<file path="config.mk">
export PLATFORM = sky130hd
export DESIGN_NAME = uart_tick_gen
export DESIGN_NICKNAME = d
export VERILOG_FILES = /design/src/rtl/uart_tick_gen.sv
export SDC_FILE = /design/constraint.sdc
export NUM_CORES = 1
export LEC_CHECK = 0
export BUFFER_PORTS_ARGS = -buffer_cell sky130_fd_sc_hd__buf_2
export CELL_PAD_IN_SITES_DETAIL_PLACEMENT = 2
export CELL_PAD_IN_SITES_GLOBAL_PLACEMENT = 2
export CORE_ASPECT_RATIO = 1.1
export CORE_UTILIZATION = 39
export DETAILED_ROUTE_END_ITERATION = 6
export PLACE_DENSITY = 0.82
export SYNTH_ARGS = -nofsm -noshare
export SYNTH_HDL_FRONTEND = slang
export SYNTH_SLANG_ARGS = --single-unit
export TNS_END_PERCENT = 20
</file>
<file path="constraint.sdc">
create_clock -name clk -period 6.3 [get_ports clk]
set_input_delay 0.63 -clock clk [delete_from_list [all_inputs] [get_ports clk]]
set_output_delay 0.63 -clock clk [all_outputs]
set_load 0.02 [all_outputs]
</file>
<file path="src/rtl/uart_tick_gen.sv">
// UART timing source: fractional baud divider producing oversampled rx ticks,
// per-bit tx ticks and a mid-bit sampling strobe.
module uart_tick_gen #(
    parameter int unsigned DIV_W  = 16,
    parameter int unsigned FRAC_W = 4
) (
    input  logic              clk,
    input  logic              rst,
    input  logic              en,
    input  logic [DIV_W-1:0]  divisor,
    input  logic [FRAC_W-1:0] frac,
    input  logic [1:0]        osr_sel,
    output logic              rx_tick,
    output logic              tx_tick,
    output logic              mid_tick,
    output logic [4:0]        os_phase
);

    localparam int unsigned CNT_W = DIV_W + 1;
    localparam int unsigned PH_W  = 5;

    logic [DIV_W-1:0]  d_s;
    logic [FRAC_W-1:0] f_s;
    logic [PH_W-1:0]   osr_s;
    logic [CNT_W-1:0]  cnt;
    logic [FRAC_W-1:0] acc;
    logic              ext;

    logic [PH_W-1:0]   osr_in;
    logic [CNT_W-1:0]  len;
    logic [CNT_W-1:0]  cnt_inc;
    logic              tick_nxt;
    logic [PH_W-1:0]   osr_last;
    logic [PH_W-1:0]   osr_mid;
    logic [PH_W-1:0]   ph_nxt;
    logic [FRAC_W:0]   acc_sum;

    // Oversampling ratio decode
    always_comb begin
        osr_in = PH_W'(16);
        case (osr_sel)
            2'b00:   osr_in = PH_W'(16);
            2'b01:   osr_in = PH_W'(13);
            2'b10:   osr_in = PH_W'(8);
            default: osr_in = PH_W'(4);
        endcase
    end

    // Period length, expiry detect and next oversample phase
    always_comb begin
        len      = CNT_W'(d_s) + CNT_W'(ext);
        cnt_inc  = cnt + CNT_W'(1);
        tick_nxt = (cnt_inc == len);
        osr_last = osr_s - PH_W'(1);
        osr_mid  = (osr_s >> 1) - PH_W'(1);
        acc_sum  = {1'b0, acc} + {1'b0, f_s};
        ph_nxt   = os_phase;
        if (rx_tick) begin
            ph_nxt = (os_phase == osr_last) ? '0 : os_phase + PH_W'(1);
        end
    end

    always_ff @(posedge clk) begin
        if (rst) begin
            d_s      <= '0;
            f_s      <= '0;
            osr_s    <= PH_W'(16);
            cnt      <= '0;
            acc      <= '0;
            ext      <= 1'b0;
            os_phase <= '0;
            rx_tick  <= 1'b0;
            tx_tick  <= 1'b0;
            mid_tick <= 1'b0;
        end else if (!en || d_s == '0) begin
            // Disabled (or zero divisor): clear counters; shadows track inputs only when disabled
            if (!en) begin
                d_s   <= divisor;
                f_s   <= frac;
                osr_s <= osr_in;
            end
            cnt      <= '0;
            acc      <= '0;
            ext      <= 1'b0;
            os_phase <= '0;
            rx_tick  <= 1'b0;
            tx_tick  <= 1'b0;
            mid_tick <= 1'b0;
        end else begin
            cnt      <= tick_nxt ? '0 : cnt_inc;
            rx_tick  <= tick_nxt;
            os_phase <= ph_nxt;
            tx_tick  <= tick_nxt && (ph_nxt == osr_last);
            mid_tick <= tick_nxt && (ph_nxt == osr_mid);
            if (tick_nxt) begin
                acc <= acc_sum[FRAC_W-1:0];
                ext <= acc_sum[FRAC_W];
            end
        end
    end

endmodule

</file>
==> results of run 1 <==
==> power by group through the flow <==
stage	sequential, W	combinational [W]	clock (W)
6_report	0.000368	0.0000862	0.000289
5_1_grt	0.000370	0.0000961	0.000307
4_1_cts	0.000368	0.0000879	0.000295
3_5_place_dp	0.000376	0.0000861	0
3_3_place_gp	0.000375	0.0000815	0
2_1_floorplan	0.000368	0.0000668	0
==> per-layer routing <==
metal | GRT usage [%] | vias to the layer above
li1 | - | 1341
met1 | 28.9 | 1370
met2 | 43.5 | 30
met3 | 2.79 | 10
met4 | 4.27 | 0
met5 | 0 | -
==> stage by stage <==
step                      setup slack (ns)  power (W)  cell area (um2)  hold WS, ns
after CTS                             2.54   0.000751             3660        0.487
after detailed placement              2.70   0.000462             3510        0.471
final                                 2.58   0.000743             3660        0.483
after global placement                2.92   0.000456             3510        0.453
after floorplan                       3.26   0.000435             3290        0.438
after global routing                  2.32   0.000773             3660        0.504
==> sequential cells by signal, indices dropped and copies added, names as in the netlist <==
| name | cells |
|---|---|
| osr_s | 4 |
| f_s | 4 |
| mid_tick | 1 |
| ext | 1 |
| acc | 4 |
| d_s | 16 |
| os_phase | 5 |
| cnt | 17 |
| rx_tick | 1 |
| tx_tick | 1 |
==> logic make-up after synthesis <==
group	after synthesis	synth area share (%)
xor+xnor	56	17.0
flops	54	32.9
compound gates	30	6.62
fa+ha+maj	16	6.31
buf+inv	29	3.80
mux	29	8.82
simple gates	157	24.6
==> synth_stat cells, types with 2 or more instances <==
master / instances / area, um2
nand2b_1: 3 / 18.8
nor3_1: 10 / 50.1
and2_1: 4 / 25.0
or4_1: 4 / 30.0
nor2b_1: 3 / 18.8
clkbuf_1: 10 / 37.5
mux2i_1: 29 / 290
ha_1: 15 / 188
nor4_1: 14 / 87.6
nand4_1: 12 / 75.1
o31ai_1: 2 / 15.0
or3_1: 2 / 12.5
o22ai_1: 2 / 12.5
xnor3_1: 5 / 113
and3_1: 2 / 12.5
nor3b_1: 2 / 15.0
nand3b_1: 3 / 22.5
o21ai_0: 5 / 25.0
inv_1: 12 / 45.0
buf_2: 4 / 20.0
xor2_1: 14 / 123
xnor2_1: 37 / 324
nor2_1: 56 / 210
nand3_1: 16 / 80.1
nand2_1: 19 / 71.3
nand4b_1: 2 / 17.5
a21oi_1: 6 / 30.0
o211ai_1: 2 / 15.0
dfxtp_1: 54 / 1080
==> layout make-up <==
type                    instances  area [um2]
multi-input cells             288        2080
inverters                      12        45.0
flip-flops and latches         54        1080
clock buffers                   6        82.6
well taps                     108         135
repair buffers                 33         168
clock inverters                 2        60.1
fillers                       897        4380
==> worst reg2reg max path, delay by kind of cell, from the launching register on <==
kind,cells,cell delay (ns)
flip-flops,1,0.43
XOR/XNOR,2,0.49
AO/OA/AOI/OAI,2,0.92
AND/OR/NAND/NOR,4,1.77
==> worst max path at each step <==
stage               to  cells after the start  slack (ns)
6_report        cnt[8]                      8        2.58
5_1_grt        cnt[13]                      8        2.32
3_3_place_gp   cnt[10]                      8        2.92
3_5_place_dp   cnt[13]                      8        2.70
2_1_floorplan   cnt[2]                     10        3.26
4_1_cts        cnt[13]                      8        2.54
==> cell usage in the layout (no fill, tap or decap), types with 14 or more instances in the layout <==
master / n
buf_2: 32
dfxtp_1: 54
ha_1: 15
mux2i_1: 29
nand2_1: 19
nand3_1: 16
nor2_1: 56
nor4_1: 14
xnor2_1: 37
xor2_1: 14
==> metrics.cfg, run 1 <==
[cts]
root_buffer = clkbuf_8
cts_tree = done
hold_buffers = 0
clock_path_buffers = 2
cts_resized = 0
cts_setup_buffers = 0
cts_htree_levels = 2
path_clk_slew_ns = 0.10
cts_buffers = 5
clock_latency_ns = 0.31
cts_sinks = 54

[setup_path]
crit_path_cell_trace = nand4_1, nor4_1, xnor3_1, xnor2_1, or4_1, a2111o_1, o21ai_4, nor2_1
path_delay_family = simple AND/OR/NAND/NOR gates
critPathCaptureType = register
slowest_delay_ns = 0.65
crit_path_max_fanout = 17
crit_arrival_ns = 3.90
crit_slowest_cell = nor4_1
cp.buffers_inverters = 0
required_ns = 6.47
worst-r2r-setup-slack_ns = 2.58
startpoint = cnt[6]
crit_type = register to register
rr_endpoint = cnt[8]
crit-reg2reg-launch = cnt[6]
cp-start-kind = register
worst-r2r-cell-count = 8

[timing]
slew_viol_final = 0
fin_crit_sh_pct = 59.1
tightest_slew_ns = 1.02
fmax_ghz = 0.269
relSlewSlack_pct = 31.7
fin_tns_setup_ns = 0
hold_viol = 0
setup_violations = 0
skew_ns = 0.00985
rsz0062_at_grt = false
min_period_ns = 3.72

[power]
p_comb_share_pct = 11.6
switchingPower_w = 0.000181
p_leak_nw = 1.34
p_int_w = 0.000562
ir_worst_vdd_mv = 0.0966
swShare_pct = 24.4
p_seq_share_pct = 49.5
clkPwrFrac_pct = 38.9
powerDensity_nw_per_um2 = 203

[floorplanning]
die_w_um = 89.6
core.rowCount = 34
initial_core_util_pct = 40.9
die_area_um2 = 8810
core_um2 = 8040
dieHeight_um = 98.3
io_pins = 33

[synthesis]
ys.flop_type = dfxtp_1
synth_area_um2 = 3290
yosysUniqueCellTypes = 51
synthCells = 371
ys_warn_count = 0
ys_async_sr_fraction_pct = 0
synth_edf_count = 0
syn_nets = 412
synth.yosys.seq_area_share_pct = 32.9
syn_area_per_cell_um2 = 8.87
synth-seq-cells = 54

[job]
maxCapViolations = 0

[grt]
grt_pass1_wl_mm = 15.8
grt_antenna_before_repair = 0
grt_max_degree = 28
grt_util_all_layers_pct = 23.6
overflow = 0
first_global_vias = 3058

[place]
dp.cells = 495
dp_hpwl_mm = 7.23
routabilityCongestion = 0.796
io_buffers = 32

[route]
wl_met1_mm = 4.23
first_pass_iters = 4
wl_per_cell_um = 19.0
drt_first_iter_violations = 57
wl_met3_um = 154
drc = 0
routed.top_layer = met4
wl_mm = 9.56
num_vias = 2751
met2_length_mm = 5.08
ant_nets = 0
via_per_inst = 5.47

[final_layout]
diodes = 0
nets = 435
fin_cells = 503
syn2layout_area_growth_pct = 11.1
drive_gt1_share_pct = 11.4
utilization_pct = 45.5

[hold_path]
hold_path_depth = 2
min_to = acc[0]
hp-start = acc[0]
hold_class = register to register

[outcome]
outcome = finished, final reports clean

(Power assumes the default switching activity.)
==> run 2: changes to the inputs <==
- CORE_UTILIZATION: 39 -> 33
- PLACE_DENSITY: 0.82 -> 0.74
- clock period: 6.3 -> 3.26 ns (I/O delays scaled with it)
==> run 2 against run 1 <==
  * Die area grew 18%
  * Power rose by 71%
  * Critical path depth increased by 3
  * Count of clock-buffer cells in the layout did not move
  * Maximum frequency grew 21%
  * Via count rose by 3.2%
  * Global-route usage is 4.7 points lower
  * Cell count grew 5.2%
==> metrics.cfg, run 2 (same netlist as run 1, synthesis figures left out) <==
[cts]
cts_tree = done
clock_path_buffers = 2  ; unchanged
path_clk_slew_ns = 0.10  ; about the same
cts_sinks = 54  ; unchanged
cts_htree_levels = 2  ; unchanged
root_buffer = clkbuf_8
cts_buffers = 5  ; unchanged
clock_latency_ns = 0.32  ; about the same

[floorplanning]
dieHeight_um = 107  ; +8.5%
die_w_um = 97.2  ; +8.5%
die_area_um2 = 10400  ; +18%
initial_core_util_pct = 34.5  ; -6.4 points
core.rowCount = 37  ; +8.8%
core_um2 = 9540  ; +19%
io_pins = 33  ; unchanged

[hold_path]
hold_class = primary input to register
hold_path_depth = 3  ; +1
min_to = d_s[7]
hp-start = divisor[7]

[setup_path]
crit_slowest_cell = or4_1
crit_path_cell_trace = ha_1, nand2_1, nor4_1, buf_4, xnor3_1, xnor2_1, or4_1, a2111o_1, nor2_4, buf_12, mux2i_1
crit_path_max_fanout = 8  ; -9
required_ns = 3.52  ; -2.95 ns
cp-start-kind = register
worst-r2r-setup-slack_ns = 0.17  ; -2.40 ns
crit_type = register to register
critPathCaptureType = register
crit_arrival_ns = 3.34  ; -0.56 ns
rr_endpoint = acc[3]
worst-r2r-cell-count = 11  ; +3
crit-reg2reg-launch = cnt[1]
slowest_delay_ns = 0.50  ; -0.15 ns

[outcome]
outcome = finished, final reports clean

[power]
p_int_w = 0.000915  ; +63%
p_seq_share_pct = 55.6  ; +6.1 points
swShare_pct = 28.0  ; +3.6 points
p_leak_nw = 1.40  ; +4.5%
p_comb_share_pct = 14.3  ; +2.7 points
switchingPower_w = 0.000357  ; +96%
powerDensity_nw_per_um2 = 337  ; +66%
clkPwrFrac_pct = 30.1  ; -8.8 points
ir_worst_vdd_mv = 0.147  ; +52%
total_power_w = 0.00127  ; +71%

[timing]
tightest_slew_ns = 0.843  ; -0.173 ns
min_period_ns = 3.09  ; -0.638 ns
rsz0062_at_grt = false
setup_violations = 0  ; unchanged
skew_ns = 0.0158  ; +0.00596 ns
relSlewSlack_pct = 43.1  ; +11 points
slew_viol_final = 0  ; unchanged
fin_tns_setup_ns = 0  ; unchanged
fmax_ghz = 0.324  ; +21%
hold_viol = 0  ; unchanged
fin_crit_sh_pct = 94.7  ; +36 points

[route]
drt_first_iter_violations = 68  ; +19%
wl_mm = 9.45  ; -1.1%
drc = 0  ; unchanged
num_vias = 2839  ; +3.2%
via_per_inst = 5.37  ; -1.9%
ant_nets = 0  ; unchanged
wl_per_cell_um = 17.9  ; -5.9%
first_pass_iters = 4  ; unchanged

[grt]
grtUsageMet3_pct = 2.67  ; -0.12 points
grtUsageMet1_pct = 22.6  ; -6.3 points
use_met2_pct = 34.5  ; -9.0 points
first_global_vias = 3035  ; -0.75%
overflow = 0  ; unchanged
grt_most_used_layer = met2
grt_antenna_before_repair = 0  ; unchanged
grt_pass1_wl_mm = 15.3  ; -3.6%
grt_util_all_layers_pct = 18.8  ; -4.7 points
grt_max_degree = 27  ; -3.6%

[job]
maxCapViolations = 0  ; unchanged

[final_layout]
largest_reg_flops = 17  ; unchanged
stdcell_area_um2 = 3770  ; +3.1%
largest_register = cnt
diodes = 0  ; unchanged
fin_cells = 529  ; +5.2%
final_cell_mix = nor2_1, dfxtp_1, xnor2_1
utilization_pct = 39.5  ; -5.9 points
syn2layout_area_growth_pct = 14.6
num-fill-cells = 1073  ; +20%
drive_gt1_share_pct = 15.3  ; +3.9 points
nets = 453  ; +4.1%
layout_commonest_cell = nor2_1
top_regs = cnt (17), d_s (16), os_phase (5)

[place]
routabilityCongestion = 0.801  ; +0.59%
dp_hpwl_mm = 7.45  ; +3.1%
place_area_um2 = 3660  ; +4.3%
dp.cells = 521  ; +5.3%
io_buffers = 32  ; unchanged

run 2: critical path: cells and delay by family, from the launching register on:
kind,cells,cell delay (ns)
adder cells (fa/ha/maj),1,0.20
flip-flops,1,0.39
AO/OA/AOI/OAI,1,0.46
multiplexers,1,0.19
buffers and inverters,2,0.33
XOR/XNOR,2,0.39
AND/OR/NAND/NOR,4,1.07
run 2: power by group through the flow:
| stage | Combinational, W | Sequential (W) | Clock (W) |
|---|---|---|---|
| 2_1_floorplan | 0.000129 | 0.000711 | 0 |
| 3_3_place_gp | 0.000174 | 0.000721 | 0 |
| 3_5_place_dp | 0.000183 | 0.000723 | 0 |
| 4_1_cts | 0.000184 | 0.000708 | 0.000400 |
| 5_1_grt | 0.000202 | 0.000711 | 0.000420 |
| 6_report | 0.000182 | 0.000707 | 0.000382 |
run 2: worst max path at each step:
stage | from | endpoint | depth (start not counted)
4_1_cts | cnt[0] | acc[3] | 10
3_5_place_dp | cnt[0] | acc[3] | 10
3_3_place_gp | cnt[0] | tx_tick | 10
5_1_grt | cnt[1] | ext | 11
6_report | cnt[1] | acc[3] | 11
2_1_floorplan | cnt[0] | cnt[2] | 10
run 2: repair_timing:
action                                  in CTS  in global routing
resized for setup                            0                  2
endpoints found under the setup margin       0                  7
setup buffers                                0                  1
hold buffers                                 0                  0
run 2: layout make-up:
type                            count  area [um2]  area share (%)
Tap cell                          117         146            3.88
Clock buffer                        6        72.6            1.92
Clock inverter                      1        7.51           0.199
Timing Repair Buffer               51         328            8.69
Multi-Input combinational cell    288        2090            55.4
Inverter                           12        45.0            1.19
Sequential cell                    54        1080            28.7
run 2: metal layers:
metal  share of wire, %  wire length [um]
met1                 44              4170
met2                 52              4900
met3                2.1               194
met4                2.0               189
met5                  0                 0
run 2: stage by stage:
stage / worst slack (ns) / hold slack, ns
2_1_floorplan: 0.219 / 0.438
3_3_place_gp: 0.303 / 0.452
3_5_place_dp: 0.180 / 0.465
4_1_cts: 0.0701 / 0.235
5_1_grt: 0.0117 / 0.241
6_report: 0.174 / 0.236
==> run 3: changes to the inputs <==
- CORE_UTILIZATION: 33 -> 39
- PLACE_DENSITY: 0.74 -> 0.82
- clock period: 3.26 -> 3.6 ns (I/O delays scaled with it)
==> run 3 against run 2 <==
  * Flip-flop and latch count is the same
  * Worst hold slack better by 0.024 ns
  * Critical path depth is 2 lower
  * Largest power group unchanged
==> metrics.cfg, run 3 (same netlist as run 1, synthesis figures left out) <==
[grt]
grt_pass1_wl_mm = 16.1  ; +5.4%
first_global_vias = 3099  ; +2.1%
grt_max_degree = 27  ; unchanged
grt_antenna_before_repair = 0  ; unchanged
grt_util_all_layers_pct = 24.0  ; +5.2 points
overflow = 0  ; unchanged

[cts]
cts_htree_levels = 2  ; unchanged
root_buffer = clkbuf_8
path_clk_slew_ns = 0.11  ; about the same
cts_sinks = 54  ; unchanged
cts_buffers = 5  ; unchanged
cts_tree = done
clock_path_buffers = 2  ; unchanged
clock_latency_ns = 0.32  ; about the same

[route]
num_vias = 2871  ; +1.1%
first_pass_iters = 4  ; unchanged
drc = 0  ; unchanged
via_per_inst = 5.62  ; +4.7%
wl_mm = 10.1  ; +6.9%
drt_first_iter_violations = 111  ; +63%
ant_nets = 0  ; unchanged
wl_per_cell_um = 19.8  ; +11%

[place]
routabilityCongestion = 0.764  ; -4.6%
io_buffers = 32  ; unchanged
dp_hpwl_mm = 7.26  ; -2.6%

[final_layout]
final_cell_mix = nor2_1, dfxtp_1, xnor2_1
num-fill-cells = 886  ; -17%
largest_register = cnt
top_regs = cnt (17), d_s (16), os_phase (5)
nets = 443  ; -2.2%
utilization_pct = 46.4  ; +6.8 points
layout_commonest_cell = nor2_1
largest_reg_flops = 17  ; unchanged
drive_gt1_share_pct = 13.4  ; -1.9 points
diodes = 0  ; unchanged
syn2layout_area_growth_pct = 13.3

[timing]
relSlewSlack_pct = 48.1  ; +5.0 points
hold_viol = 0  ; unchanged
min_period_ns = 3.38  ; +0.292 ns
slew_viol_final = 0  ; unchanged
fmax_ghz = 0.296  ; -8.6%
rsz0062_at_grt = false
skew_ns = 0.00812  ; -0.00769 ns
tightest_slew_ns = 0.769  ; -0.0742 ns
setup_violations = 0  ; unchanged
fin_tns_setup_ns = 0  ; unchanged
fin_crit_sh_pct = 93.8  ; -0.84 points

[setup_path]
required_ns = 3.87  ; +0.35 ns
crit_arrival_ns = 3.65  ; +0.31 ns
crit_path_cell_trace = ha_1, nand2_1, nor4_2, xnor3_1, xnor2_1, or4_1, a2111o_1, nor2_4, and4_1
worst-r2r-setup-slack_ns = 0.22  ; +0.05 ns
crit_cells = 9  ; -2
cp-start-kind = register
rr_endpoint = mid_tick
crit_path_end = mid_tick
worst-r2r-cell-count = 9  ; -2
startpoint = cnt[0]
cp.buffers_inverters = 0  ; -2
crit_path_max_fanout = 8  ; unchanged
critPathCaptureType = register
crit_type = register to register
crit_slowest_cell = or4_1
path_delay_family = simple AND/OR/NAND/NOR gates
crit-reg2reg-launch = cnt[0]
slowest_delay_ns = 0.53  ; +0.03 ns

[floorplanning]
io_pins = 33  ; unchanged
dieHeight_um = 98.3  ; -7.9%
core_um2 = 8040  ; -16%
core.rowCount = 34  ; -8.1%
initial_core_util_pct = 40.9  ; +6.4 points
die_w_um = 89.6  ; -7.8%
die_area_um2 = 8810  ; -15%

[outcome]
outcome = finished, final reports clean

[power]
p_leak_nw = 1.38  ; -1.6%
ir_worst_vdd_mv = 0.151  ; +2.4%
powerDensity_nw_per_um2 = 350  ; +3.9%

[hold_path]
hold_class = primary input to register

[job]
maxCapViolations = 0  ; unchanged

[run 3: cell types whose count changed in the layout (fill, tap and decap cells not counted), sizes merged]
cell	change
buf	-10
bufinv	+2
clkbuf	-1
clkinv	+1
clkinvlp	-1
[run 3: metal layers]
layer	wire [um]	GRT usage, %	vias up
met2	5090	41.1	58
met4	256	8.30	0
met3	246	3.38	22
met5	0	0	-
met1	4510	30.3	1432
li1	-	-	1359
[run 3: repair_timing]
item / 4_1_cts / 5_1_grt
setup endpoints to repair: 0 / 19
hold buffers: 0 / 0
gates resized for setup: 0 / 1
buffers inserted: 0 / 1
[run 3: per-stage QoR]
stage          instance area (um2)  setup WS (ns)  cells  hold slack [ns]  power, W
5_1_grt                       3730         0.0853    511            0.262   0.00135
6_report                      3730          0.223    511            0.261   0.00131
2_1_floorplan                 3290          0.559    371            0.438  0.000761
3_5_place_dp                  3570          0.142    502            0.470  0.000810
4_1_cts                       3700        0.00650    510            0.267   0.00131
3_3_place_gp                  3570          0.303    502            0.450  0.000800
[run 3: power by group]
group          switching (W)  total, W  internal (W)
clock network       0.000227  0.000506      0.000279
registers          0.0000294  0.000644      0.000615
logic              0.0000821  0.000157     0.0000746
[run 3: layout make-up]
cell class / count / area (um2) / share of cell area (%)
well taps: 108 / 135 / 3.62
repair buffers: 41 / 240 / 6.44
clock inverters: 3 / 68.8 / 1.85
multi-input cells: 288 / 2090 / 56.1
flip-flops and latches: 54 / 1080 / 29.0
clock buffers: 5 / 68.8 / 1.85
inverters: 12 / 45.0 / 1.21
[run 3: worst register-to-register path: stages (launching register included)]
cell and delay, ns:
dfxtp_1 0.44, ha_1 0.31, nand2_1 0.17, nor4_2 0.40, xnor3_1 0.32, xnor2_1 0.14
or4_1 0.53, a2111o_1 0.47, nor2_4 0.30, and4_1 0.24
[run 3: worst min path at each step]
| stage | from | end | cells after the start |
|---|---|---|---|
| after floorplan | acc[0] | acc[0] | 2 |
| after global placement | acc[0] | acc[0] | 2 |
| after detailed placement | acc[0] | acc[0] | 2 |
| after CTS | divisor[0] | d_s[0] | 3 |
| after global routing | frac[3] | f_s[3] | 3 |
| final | divisor[0] | d_s[0] | 3 |
